--- src/rtl/synch_down_counter_pkg.sv ---
// Shared state encoding for the loadable down-counter FSM.
package synch_down_counter_pkg;

  typedef enum logic {
    IDLE = 1'b0,
    RUN  = 1'b1
  } state_e;

endpackage

--- src/rtl/synch_down_counter.sv ---
// Loadable down-counter with a one-cycle terminal-count pulse and optional
// auto-reload of the last loaded value. All outputs come straight from flops.
module synch_down_counter
  import synch_down_counter_pkg::*;
#(
  parameter int SIZE = 4
) (
  input  logic            clk,
  input  logic            rst,
  input  logic            load,
  input  logic [SIZE-1:0] load_val,
  input  logic            en,
  input  logic            auto_reload,
  output logic [SIZE-1:0] Q,
  output logic            tc,
  output logic            busy
);

  localparam logic [SIZE-1:0] ZERO = '0;
  localparam logic [SIZE-1:0] ONE  = SIZE'(1);

  state_e          state_q, state_d;
  logic [SIZE-1:0] q_q, q_d;
  logic [SIZE-1:0] rld_q, rld_d;
  logic            tc_q, tc_d;

  // NOTE: every signal gets a default before the branches so no path leaves
  // one unassigned; otherwise synthesis infers a latch to hold it.
  always_comb begin
    state_d = state_q;
    q_d     = q_q;
    rld_d   = rld_q;
    tc_d    = 1'b0;

    if (load) begin
      // Load wins over counting, which also swallows a tc due on this edge.
      q_d     = load_val;
      rld_d   = load_val;
      state_d = (load_val != ZERO) ? RUN : IDLE;
    end else if (state_q == RUN && en) begin
      if (q_q > ONE) begin
        q_d = q_q - ONE;
      end else if (q_q == ONE) begin
        q_d  = ZERO;
        tc_d = 1'b1;
      end else if (auto_reload) begin
        q_d = rld_q;
      end else begin
        state_d = IDLE;
      end
    end
  end

  // NOTE: reset is sampled on the clock edge here, so rst is simply the
  // highest-priority branch of the clocked block rather than in its sensitivity list.
  // NOTE: clocked state uses non-blocking assignments so every register sees
  // the pre-edge values of the others, independent of statement order.
  always_ff @(posedge clk) begin
    if (rst) begin
      state_q <= IDLE;
      q_q     <= ZERO;
      rld_q   <= ZERO;
      tc_q    <= 1'b0;
    end else begin
      state_q <= state_d;
      q_q     <= q_d;
      rld_q   <= rld_d;
      tc_q    <= tc_d;
    end
  end

  assign Q    = q_q;
  assign tc   = tc_q;
  assign busy = (state_q == RUN);

endmodule

--- config.mk ---
export PLATFORM = sky130hd
export DESIGN_NAME = synch_down_counter
export DESIGN_NICKNAME = d
export VERILOG_FILES = /design/src/rtl/synch_down_counter_pkg.sv /design/src/rtl/synch_down_counter.sv
export SDC_FILE = /design/constraint.sdc
export NUM_CORES = 1
export LEC_CHECK = 0
export CAP_MARGIN = 30
export CORE_UTILIZATION = 35
export CTS_CLUSTER_SIZE = 24
export DETAILED_ROUTE_END_ITERATION = 6
export PLACE_DENSITY_LB_ADDON = 0.05
export SLEW_MARGIN = 10
export SYNTH_ARGS = -nofsm -noshare
export SYNTH_HDL_FRONTEND = slang
export SYNTH_SLANG_ARGS = --single-unit
--- constraint.sdc ---
create_clock -name clk -period 1.6 [get_ports clk]
set_clock_uncertainty 0.15 [all_clocks]
set_input_delay 0.24 -clock clk [delete_from_list [all_inputs] [get_ports clk]]
set_output_delay 0.24 -clock clk [all_outputs]
set_load 0.01 [all_outputs]
==> metrics.txt <==
Max Slew Vio Count=0; Hold Path Cell Cnt=2; vias per inst=5.41; Startpoint Class=flip-flop; largest net degree at the start of global routing=18; Area Overhead vs Synth=57.8%; reg2reg path depth=6; failing checks=negative setup slack; worst hold path class=reg -> reg; I/O pin count=15; global-route wire length before repair=2700 um; final WL=1510 um; Ys Warns=0; sequential fraction of the synthesis area=0.326; CTS max path bufs=2; share of the synthesized area in the top cell type=0.326; hold buffer count at CTS=0; Root Buffer=clkbuf_4; CTS sink count=10; leading cell types by total area after synthesis=dfxtp_1, nor2_1, nand2b_1; proportion of layout cells with a drive suffix above 1=0.350; grt total ovfl=0; leakage=0.408 nW; Slew @ Worst Pin=0.332 ns; Die X=43.9 um; Syn Inst Count=73; Clk Latency, worst-skew pair=0.26 ns; met2 usage=0.316; Post-synth EDFFs=0; ANT cells=0; final worst setup slack=-0.0227 ns; Primary FF master, synth=dfxtp_1; clock transition at the registers of the reported paths=0.07 ns; DP Area=863 sq um; asr flop ratio synth=0; GRT busiest layer=met2; Max-slew headroom=0.778; fmax=616 MHz; Mapped Area=614 sq um; RSZ-0062 raised after global routing=yes; max-cap viol count=0; Initial Util=0.390; pwr/cell area=709 mW/mm^2; Setup Crit Path Kind=reg -> reg; die area=0.00193 sq mm; post-route ant nets=0; Layout Nets=113; Synth Area per Inst=8.42 sq um; DP Worst Slack=-0.141 ns; VDD IR max=388 uV; crit path DAT=1.63 ns; area leader, netlist=dfxtp_1; FP Rows=14; design area=970 sq um; First DRT Iteration DRCs=16; most frequent cells in the layout=buf_4, nor2_1, clkdlybuf4s50_1; fin crit share=1.01; outcome=finished with violations; peak fanout along the critical path=4; initial antenna violation count=0; routed vias=628; most common cell after layout, fill and taps aside=buf_4; IO Port Bufs=14; detailed placer's ending HPWL=1140 um; Pre-Repair DR Iteration Count=6; die span in y=43.9 um; GR Util met3=0.0250; Post-route DRC=0; Synthesized Nets=84; post-synthesis register bit count=10; CTS Buf Count=3; gr usage total=0.190; GPL Wtd Cong=0.724; Fin. Hold Viols=0; Worst setup EP type=flip-flop; vias in the first global route=601; fin crit period=1.62 ns; Avg WL per Cell=13.0 um; CP required=1.60 ns; met1 Usage GRT=0.240; Distinct cells, synth=28; # H-tree levels=1; Core Area=0.00158 sq mm; CTS tree=built; endpoints failing setup=1
-- what timing repair did --
| action | 4_1_cts | 5_1_grt |
|---|---|---|
| endpoints found under the setup margin | 7 | 6 |
| pin swaps | 5 | 2 |
| resized for setup | 18 | 6 |
| buffers inserted | 1 | 2 |
-- report_power, final --
group / switching (mW) / internal [mW] / total, mW / leakage (nW)
logic: 0.102 / 0.127 / 0.229 / 0.309
registers: 0.0213 / 0.265 / 0.287 / 0.0848
clock network: 0.0848 / 0.0867 / 0.172 / 0.0138
-- cell families after synthesis --
kind of cell / count (synthesis) / share of synthesized area
adders and majority gates: 2 / 0.0407
buffers and inverters: 8 / 0.0530
AOI/OAI and AO/OA: 15 / 0.196
and+or+nand+nor: 36 / 0.352
muxes: 2 / 0.0326
DFF: 10 / 0.326
-- routing by layer --
metal	routed length, um	share of wire
met4	10	0.0066
met2	699	0.46
met1	736	0.49
met3	66	0.044
met5	0	0
-- sequential cells by signal (all words and copies together) (netlist names) --
signal / count
Q: 4
rld_q: 4
busy: 1
tc: 1
-- stage by stage --
stage / cells / util / hold slack, ns / setup TNS, ns / power [mW]
5_1_grt: 116 / 0.615 / 0.363 / -0.382 / 0.729
2_1_floorplan: 73 / - / 0.237 / -0.229 / 0.399
3_5_place_dp: 110 / 0.548 / 0.307 / -0.444 / 0.495
6_report: 116 / 0.615 / 0.327 / -0.0227 / 0.687
3_3_place_gp: 110 / 0.548 / 0.312 / -0.417 / 0.495
4_1_cts: 114 / 0.592 / 0.327 / -0.0426 / 0.686
-- synth_stat cells (2+ instances only) --
library cell,number
o21ai_0,2
dfxtp_1,10
a21oi_1,5
or3_1,3
ha_1,2
nand2b_1,5
nor2_1,9
o311ai_0,2
mux2i_1,2
buf_2,2
nor4_1,2
nor3b_1,2
inv_1,5
nand2_1,3
nor3_1,5
o221ai_1,2
-- cell type report --
type	instances	area, sq um
multi-input cells	55	439
well taps	16	20.0
inverters	5	23.8
flip-flops and latches	10	213
clock buffers	3	22.5
repair buffers	27	251
fillers	150	607
-- worst paths after layout --
check	slack (ns)	start	to
min reg2reg	0.33	rld_q[0]	rld_q[0]
max reg2reg	-0.02	Q[1]	Q[2]
max	-0.02	Q[1]	Q[2]
min	0.33	rld_q[0]	rld_q[0]
-- critical path, stage by stage (launching register included) --
cell	delay, ns
dfxtp_2	0.35
inv_4	0.05
ha_4	0.16
nor4b_4	0.32
a211oi_2	0.12
and3_4	0.19
a2111oi_4	0.17
No activity file was read; power rests on OpenSTA's default activity.
